===== src/rtl/div_pkg.sv =====
// Shared definitions for the sequential restoring divider (divider_seq).
package div_pkg;

  localparam int DW_DEF = 16;
  localparam int VW_DEF = 8;

  typedef enum logic [1:0] {
    IDLE = 2'd0,
    BUSY = 2'd1,
    DONE = 2'd2
  } state_t;

  // Iteration counter width: must hold the value DW.
  function automatic int cnt_width(input int dw);
    return $clog2(dw) + 1;
  endfunction

endpackage


===== src/rtl/divider_step.sv =====
// One restoring-division iteration: shift in the next dividend bit and
// conditionally subtract the divisor from the partial remainder.
module divider_step
  import div_pkg::*;
#(
  parameter int VW = VW_DEF
) (
  input  logic [VW:0]   r,
  input  logic          nbit,
  input  logic [VW-1:0] divisor,
  output logic [VW:0]   r_next,
  output logic          qbit
);

  logic [VW:0]   shifted;
  logic [VW+1:0] diff;

  // Trial subtraction; the extra MSB of diff is the borrow.
  // r[VW] can only be set when the divisor is 0, where the trial always
  // succeeds anyway, so OR-ing it into qbit leaves the result unchanged.
  always_comb begin
    shifted = {r[VW-1:0], nbit};
    diff    = {1'b0, shifted} - {2'b00, divisor};
    qbit    = ~diff[VW+1] | r[VW];
    r_next  = qbit ? diff[VW:0] : shifted;
  end

endmodule


===== src/rtl/divider_seq.sv =====
// Iterative unsigned restoring divider, one quotient bit per clock,
// valid/ready handshake on both sides.
// Optional feature macro: DIV_ZERO_FLAG_EN (adds div_by_zero output and a
// one-cycle fast path for a zero divisor).
module divider_seq
  import div_pkg::*;
#(
  parameter int DW = DW_DEF,
  parameter int VW = VW_DEF
) (
  input  logic          clk,
  input  logic          rst,
  input  logic          in_valid,
  output logic          in_ready,
  input  logic [DW-1:0] dividend,
  input  logic [VW-1:0] divisor,
  output logic          out_valid,
  input  logic          out_ready,
  output logic [DW-1:0] quotient,
`ifdef DIV_ZERO_FLAG_EN
  output logic          div_by_zero,
`endif
  output logic [VW-1:0] remainder
);

  localparam int CW = cnt_width(DW);

  state_t        state, state_nx;
  logic [CW-1:0] count;
  // Holds the dividend at acceptance; quotient bits enter at the LSB as
  // dividend bits leave at the MSB, so it ends up holding the quotient.
  logic [DW-1:0] dq_sh;
  logic [VW-1:0] dvs;
  logic [VW:0]   r;
  logic [VW:0]   r_nx;
  logic          qbit;
  logic          accept;
  logic          last;
`ifdef DIV_ZERO_FLAG_EN
  logic          zdet;
`endif

  assign accept = in_valid && in_ready;
  assign last   = (state == BUSY) && (count == CW'(1));

  divider_step #(.VW(VW)) u_step (
    .r       (r),
    .nbit    (dq_sh[DW-1]),
    .divisor (dvs),
    .r_next  (r_nx),
    .qbit    (qbit)
  );

  // State register.
  always_ff @(posedge clk) begin
    if (rst) state <= IDLE;
    else     state <= state_nx;
  end

  // Next-state and handshake outputs.
  always_comb begin
    state_nx  = state;
    in_ready  = 1'b0;
    out_valid = 1'b0;
    case (state)
      IDLE: begin
        in_ready = 1'b1;
        if (in_valid) state_nx = BUSY;
      end
      BUSY: begin
        if (count == CW'(1)) state_nx = DONE;
      end
      DONE: begin
        out_valid = 1'b1;
        if (out_ready) state_nx = IDLE;
      end
      default: state_nx = IDLE;
    endcase
  end

  // Operand latch, iteration datapath and result registers.
  always_ff @(posedge clk) begin
    if (rst) begin
      count     <= '0;
      dq_sh     <= '0;
      dvs       <= '0;
      r         <= '0;
      quotient  <= '0;
      remainder <= '0;
`ifdef DIV_ZERO_FLAG_EN
      zdet        <= 1'b0;
      div_by_zero <= 1'b0;
`endif
    end else if (accept) begin
      dq_sh <= dividend;
      dvs   <= divisor;
      r     <= '0;
      count <= CW'(DW);
`ifdef DIV_ZERO_FLAG_EN
      // Zero divisor: run a single BUSY cycle that only loads the fixed result.
      zdet <= (divisor == '0);
      if (divisor == '0) count <= CW'(1);
`endif
    end else if (state == BUSY) begin
      dq_sh <= {dq_sh[DW-2:0], qbit};
      r     <= r_nx;
      count <= count - CW'(1);
      if (last) begin
        quotient  <= {dq_sh[DW-2:0], qbit};
        remainder <= r_nx[VW-1:0];
`ifdef DIV_ZERO_FLAG_EN
        if (zdet) begin
          quotient    <= '1;
          remainder   <= dq_sh[VW-1:0];
          div_by_zero <= 1'b1;
        end
`endif
      end
    end else if (out_valid && out_ready) begin
`ifdef DIV_ZERO_FLAG_EN
      div_by_zero <= 1'b0;
`endif
    end
  end

endmodule

===== config.mk =====
export PLATFORM = sky130hd
export DESIGN_NAME = divider_seq
export DESIGN_NICKNAME = d
export VERILOG_FILES = /design/src/rtl/div_pkg.sv /design/src/rtl/divider_step.sv /design/src/rtl/divider_seq.sv
export SDC_FILE = /design/constraint.sdc
export NUM_CORES = 1
export LEC_CHECK = 0
export BUFFER_PORTS_ARGS = -buffer_cell sky130_fd_sc_hd__buf_2
export CAP_MARGIN = 25
export CORE_ASPECT_RATIO = 1.2
export CORE_MARGIN = 1.5
export CORE_UTILIZATION = 28
export CTS_CLUSTER_SIZE = 24
export DETAILED_ROUTE_END_ITERATION = 8
export GPL_TIMING_DRIVEN = 1
export PLACE_DENSITY = 0.45
export SLEW_MARGIN = 5
export SYNTH_ARGS = -nofsm -noshare
export SYNTH_HDL_FRONTEND = slang
export SYNTH_SLANG_ARGS = --single-unit

===== constraint.sdc =====
create_clock -name clk -period 2.45 [get_ports clk]
set_input_delay 0.3675 -clock clk [delete_from_list [all_inputs] [get_ports clk]]
set_output_delay 0.3675 -clock clk [all_outputs]
set_load 0.02 [all_outputs]

==> flow_metrics.tcl, run 1 <==
set metrics [dict create \
    crit_path_top_delay_cell "a2111oi_4" \
    netlist_instances 336 \
    tritoncts "built" \
    async_flop_share 0 \
    ys.flop_type "dfxtp_1" \
    cts_max_level 3 \
    gr-total-overflow 0 \
    maxCapViolations 0 \
    final_common_cell "nand2_1" \
    wl_um 7400 \
    tightest_slew_ns 0.974 \
    clockBufferDepth 2 \
    port_buffers 53 \
    grt_usage 0.143 \
    fin_cells 528 \
    synth_cell_types 41 \
    start_util 0.285 \
    syn_nets 375 \
    placedCellCount 505 \
    synth-edff-count 0 \
    root_buffer "clkbuf_16" \
    cellLeakagePower_uw 0.00150 \
    syn_area_per_cell_um2 8.45 \
    antenna_found_initial 0 \
    worstSkewPairLatency_ns 0.33 \
    setup_violations 0 \
    relSlewSlack 0.348 \
    area_growth_pct 29.4 \
    end_kind "flip-flop" \
    viasPerCell 4.81 \
    min_path_type "in -> reg" \
    num-fill-cells 1044 \
    ant_nets 0 \
    regArea_mm2 0.00128 \
    dr.pass1.iters 4 \
    io_pins 54 \
    drv_slew 0 \
    fin_crit_ns 2.36 \
    core-area_mm2 0.00996 \
    clkTransAtPathRegs_ns 0.06 \
    grt_pass1_vias 2403 \
    cts.sinks 64 \
    vias 2540 \
    synth_warnings 0 \
    wl_per_cell_um 14.0 \
    grt_pass1_wl_um 11700 \
    fmax_mhz 423 \
    multi_input_area_mm2 0.00146 \
    finalHoldViolations 0 \
    synth_area_mm2 0.00284 \
    status "finished clean" \
    numCtsBuffers 9 \
    cp.arrival_ns 2.64 \
    cp-start-kind "flip-flop" \
    core.rowCount 40 \
    dieArea_mm2 0.0108 \
    drt_iter0_markers 104 \
    post-dp-hpwl_um 5180 \
    critPathRequiredTime_ns 2.73 \
    vdd.ir_drop.worst_uv 339 \
    dieHeight_um 113 \
    worst_clock_skew_ns 0.00561 \
    drc 0 \
    fin_nets 436 \
    cpPeakStageDelay_ns 0.52 \
    mostFrequentLayoutCells "nand2_1 (68), dfxtp_1 (63), buf_2 (53)" \
    fin_crit_sh 0.964 \
    ys_ff_latch 64 \
    cp_max_fo 7 \
    chipWidth_um 94.9 \
    seq_area_frac_synth 0.451 \
    power.density_mw_per_mm2 845 \
    power_uw 3100 \
    crit_type "reg -> reg" \
    grt_max_degree 31 \
    path_cells "inv_1 > ha_1 > nor2b_4 > o2111ai_4 > a2111oi_4 > a211oi_4 > buf_6 > or4_1 > nand3_1" \
    gp_congestion 0.729 \
    n_antenna_cell 0 \
    layout-drive-gt1-share 0.241 \
]
worst paths after layout:
check | from | to | cells past startpoint | slack [ns]
setup / recovery | dvs[1] | remainder[1] | 9 | 0.09
setup reg to reg | dvs[1] | remainder[1] | 9 | 0.09
hold / removal | divisor[3] | dvs[3] | 3 | 0.28
hold reg to reg | quotient[6] | quotient[6] | 2 | 0.45
critical path, delay by kind of cell, from the launching register on:
kind                     cells  cell delay (ns)
AO/OA/AOI/OAI                3             0.79
flip-flops                   1             0.34
buffers and inverters        2             0.20
AND/OR/NAND/NOR              3             0.71
adder cells (fa/ha/maj)      1             0.27
cell usage after synthesis, types with 2 or more instances:
| library cell | instances | area (um2) |
|---|---|---|
| nor2_1 | 21 | 78.8 |
| o21ai_0 | 6 | 30.0 |
| nand2_1 | 68 | 255 |
| or3_1 | 2 | 12.5 |
| or4_1 | 4 | 30.0 |
| ha_1 | 10 | 125 |
| and2_1 | 2 | 12.5 |
| nand3_1 | 6 | 30.0 |
| clkbuf_1 | 15 | 56.3 |
| a211oi_1 | 10 | 75.1 |
| xor2_1 | 2 | 17.5 |
| a21oi_1 | 48 | 240 |
| inv_1 | 12 | 45.0 |
| nand2b_1 | 4 | 25.0 |
| xnor2_1 | 8 | 70.1 |
| nor2b_1 | 2 | 12.5 |
| a21o_1 | 3 | 22.5 |
| mux2i_1 | 5 | 50.1 |
| nor3_1 | 2 | 10.0 |
| buf_1 | 5 | 18.8 |
| nand4b_1 | 2 | 17.5 |
| dfxtp_1 | 64 | 1280 |
| a22oi_1 | 15 | 113 |
| nand3b_1 | 2 | 15.0 |
| nand4_1 | 2 | 12.5 |
registers in the layout, summed over array words and instances (netlist names):
name	count
count	5
quotient	16
state	2
r	9
dq_sh	16
dvs	8
remainder	8
through the flow:
step / setup slack (ns) / util / setup TNS [ns] / instance area [um2] / hold WS (ns)
after global placement: 0.00489 / 0.328 / 0 / 3260 / 0.445
after CTS: 0.0361 / 0.363 / 0 / 3620 / 0.265
after floorplan: 0.350 / - / 0 / 2840 / 0.436
final: 0.0870 / 0.369 / 0 / 3670 / 0.278
after global routing: -0.0199 / 0.369 / -0.0599 / 3670 / 0.281
after detailed placement: -0.0494 / 0.328 / -0.202 / 3260 / 0.448
report_power, final:
group,internal [uW],switching [uW]
logic,263,325
registers,1100,44.0
clock network,889,484
logic make-up (layout without fill, tap and decap cells):
family / Yosys count / after routing / synth area share
AO/OA/AOI/OAI: 92 / 93 / 0.212
multiplexers: 5 / 5 / 0.0176
flip-flops: 64 / 64 / 0.451
adder cells (fa/ha/maj): 11 / 11 / 0.0511
AND/OR/NAND/NOR: 120 / 120 / 0.189
buffers and inverters: 34 / 99 / 0.0481
XOR/XNOR: 10 / 10 / 0.0309
what timing repair did:
| action | in CTS | in global routing |
|---|---|---|
| hold buffers | 0 | 0 |
| gates cloned | 0 | 1 |
| buffers inserted | 3 | 4 |
| pin swaps | 2 | 5 |
| setup endpoints to repair | 10 | 4 |
| gates resized for setup | 1 | 6 |
layer usage:
layer	vias to the layer above	global-route usage	wire [um]
met3	14	0.0269	268
met1	1179	0.184	3350
li1	1295	-	-
met2	52	0.225	3590
met5	-	0	0
met4	0	0.0776	195
final cells by class:
cell class	instances	area share
Tap cell	126	0.0429
Clock buffer	9	0.0613
Inverter	12	0.0123
Sequential cell	64	0.350
Timing Repair Buffer	71	0.110
Multi-Input combinational cell	239	0.397
Clock inverter	7	0.0262
Power figures use the tool's default switching activity.
==> run 2: changes to the inputs <==
ABC_AREA = 1   (was default)
PLACE_DENSITY = 0.42   (was 0.45)
==> run 2 against run 1 <==
- synthesized cell count grew 32%
- utilization shrank 2.4 points
- fmax grew 8.9%
==> flow_metrics.tcl, run 2 <==
set metrics [dict create \
    num-fill-cells 1223 \
    antenna_found_initial 0 \
    tightest_slew_ns 0.645 \
    port_buffers 53 \
    worst_clock_skew_ns 0.00933 \
    cp-start-kind "flip-flop" \
    min_path_type "in -> reg" \
    clockBufferDepth 2 \
    fin_area_mm2 0.00377 \
    maxCapViolations 0 \
    post-dp-hpwl_um 5810 \
    cp.arrival_ns 2.40 \
    grt_usage 0.151 \
    synth_top_area_frac 0.411 \
    layout-drive-gt1-share 0.170 \
    reg2reg_slack_ns 0.28 \
    final_common_cell "nand2_1" \
    io_pins 54 \
    drt_iter0_markers 67 \
    dr.pass1.iters 4 \
    placedCellCount 617 \
    clkTransAtPathRegs_ns 0.06 \
    placed_cell_area_mm2 0.00346 \
    worstSkewPairLatency_ns 0.33 \
    cp_max_fo 11 \
    setup_violations 0 \
    ant_nets 0 \
    syn_nets 484 \
    critPathRequiredTime_ns 2.68 \
    tritoncts "built" \
    dieArea_mm2 0.0118 \
    wl_per_cell_um 13.1 \
    core.rowCount 42 \
    cts_hold_buf 0 \
    status "finished clean" \
    fin_crit_sh 0.886 \
    fin_nets 535 \
    synthTopCellsByArea "dfxtp_1 (41%), nand2_1 (17%), inv_1 (7.1%)" \
    finalHoldViolations 0 \
    cts.sinks 64 \
    numCtsBuffers 9 \
    end_kind "flip-flop" \
    cts_max_level 3 \
    setup_tns_ns 0 \
    wl_um 8290 \
    power.density_mw_per_mm2 804 \
    fin_crit_ns 2.17 \
    biggestRegsByFlops "dq_sh: 16 flops, quotient: 16 flops, r: 9 flops" \
    crit_type "reg -> reg" \
    async_flop_share 0 \
    pre_cts_ws_ns 0.289 \
    drc 0 \
    synth-edff-count 0 \
    synthTopCellsByCount "nand2_1 (143), dfxtp_1 (64), inv_1 (59), a21oi_1 (35), nand3_1 (33)" \
    synth_warnings 0 \
    synth.most_common_cell "nand2_1" \
    layout_setup_ws_ns 0.280 \
    grt_pass1_wl_um 13700 \
    ys.flop_type "dfxtp_1" \
    dieHeight_um 119 \
    syn_area_per_cell_um2 7.00 \
    grt_max_degree 34 \
    core-area_mm2 0.0109 \
    gr-total-overflow 0 \
    chipWidth_um 99.3 \
    synth_area_mm2 0.00311 \
    ys_ff_latch 64 \
    grt_pass1_vias 2755 \
    rsz0062_at_grt "false" \
    mostFrequentLayoutCells "nand2_1 (143), dfxtp_1 (64), inv_1 (59)" \
    gp_congestion 0.794 \
    start_util 0.285 \
    netlist_instances 445 \
    power_uw 3030 \
    fmax_mhz 461 \
    relSlewSlack 0.567 \
    synth_largest_area_cell "dfxtp_1" \
    viasPerCell 4.46 \
    fin_cells 633 \
    synth_cell_types 31 \
    cellLeakagePower_uw 0.00180 \
    drv_slew 0 \
    cts.repair.resized 0 \
    vias 2825 \
    area_growth_pct 20.9 \
    cts_setup_buffers 0 \
    vdd.ir_drop.worst_uv 377 \
    seq_area_frac_synth 0.411 \
    root_buffer "clkbuf_16" \
]
==> run 2: cell count changes after synthesis, sizes merged, moves of 13 or more <==
cell,change
nand3,+28
a21oi,-13
a22oi,-15
inv,+51
nand2,+78
a31oi,+14
==> run 2: power breakdown <==
group | internal, uW | switching [uW]
Clock | 882 | 461
Sequential | 1100 | 38.9
Combinational | 183 | 362
==> run 2: metal layers <==
metal	track usage	part of all wire
met4	0.0449	0.014
met1	0.176	0.44
met2	0.265	0.51
met5	0	0
met3	0.0449	0.039
==> run 2: through the flow <==
stage               hold slack, ns  utilization
floorplan                    0.436            -
global placement             0.448        0.317
detailed placement           0.455        0.317
CTS                          0.291        0.344
global route                 0.313        0.344
finish                       0.295        0.345
==> run 2: worst paths after layout <==
kind	from	endpoint	depth (start not counted)
max reg2reg	dvs[2]	remainder[7]	12
min reg2reg	quotient[14]	quotient[14]	2
max	dvs[2]	remainder[7]	12
min	out_ready	state[1]	4
==> run 2: kinds of logic after synthesis <==
logic type      Yosys count  share of synthesized area
flops                    64                      0.411
simple gates            210                      0.279
compound gates           74                      0.136
xor+xnor                  3                    0.00844
fa+ha+maj                11                     0.0466
buf+inv                  83                      0.119
==> run 2: worst max-delay path, stage by stage, from the launching register on <==
cell,delay (ns)
dfxtp_1,0.31
inv_1,0.05
ha_1,0.38
nand2_1,0.10
nand2_1,0.05
a21oi_1,0.15
nand2_1,0.09
nand2_1,0.34
nand2_2,0.23
nand2_1,0.14
nand3_1,0.12
nand2_1,0.08
inv_1,0.03
==> run 2: final cells by class <==
| type | count | area [um2] | share of cell area |
|---|---|---|---|
| well taps | 132 | 165 | 0.0439 |
| repair buffers | 58 | 303 | 0.0804 |
| inverters | 65 | 249 | 0.0661 |
| flip-flops and latches | 64 | 1280 | 0.340 |
| diodes | 1 | 2.50 | 0.000664 |
| multi-input cells | 298 | 1460 | 0.388 |
| clock inverters | 4 | 70.1 | 0.0186 |
| clock buffers | 11 | 233 | 0.0618 |
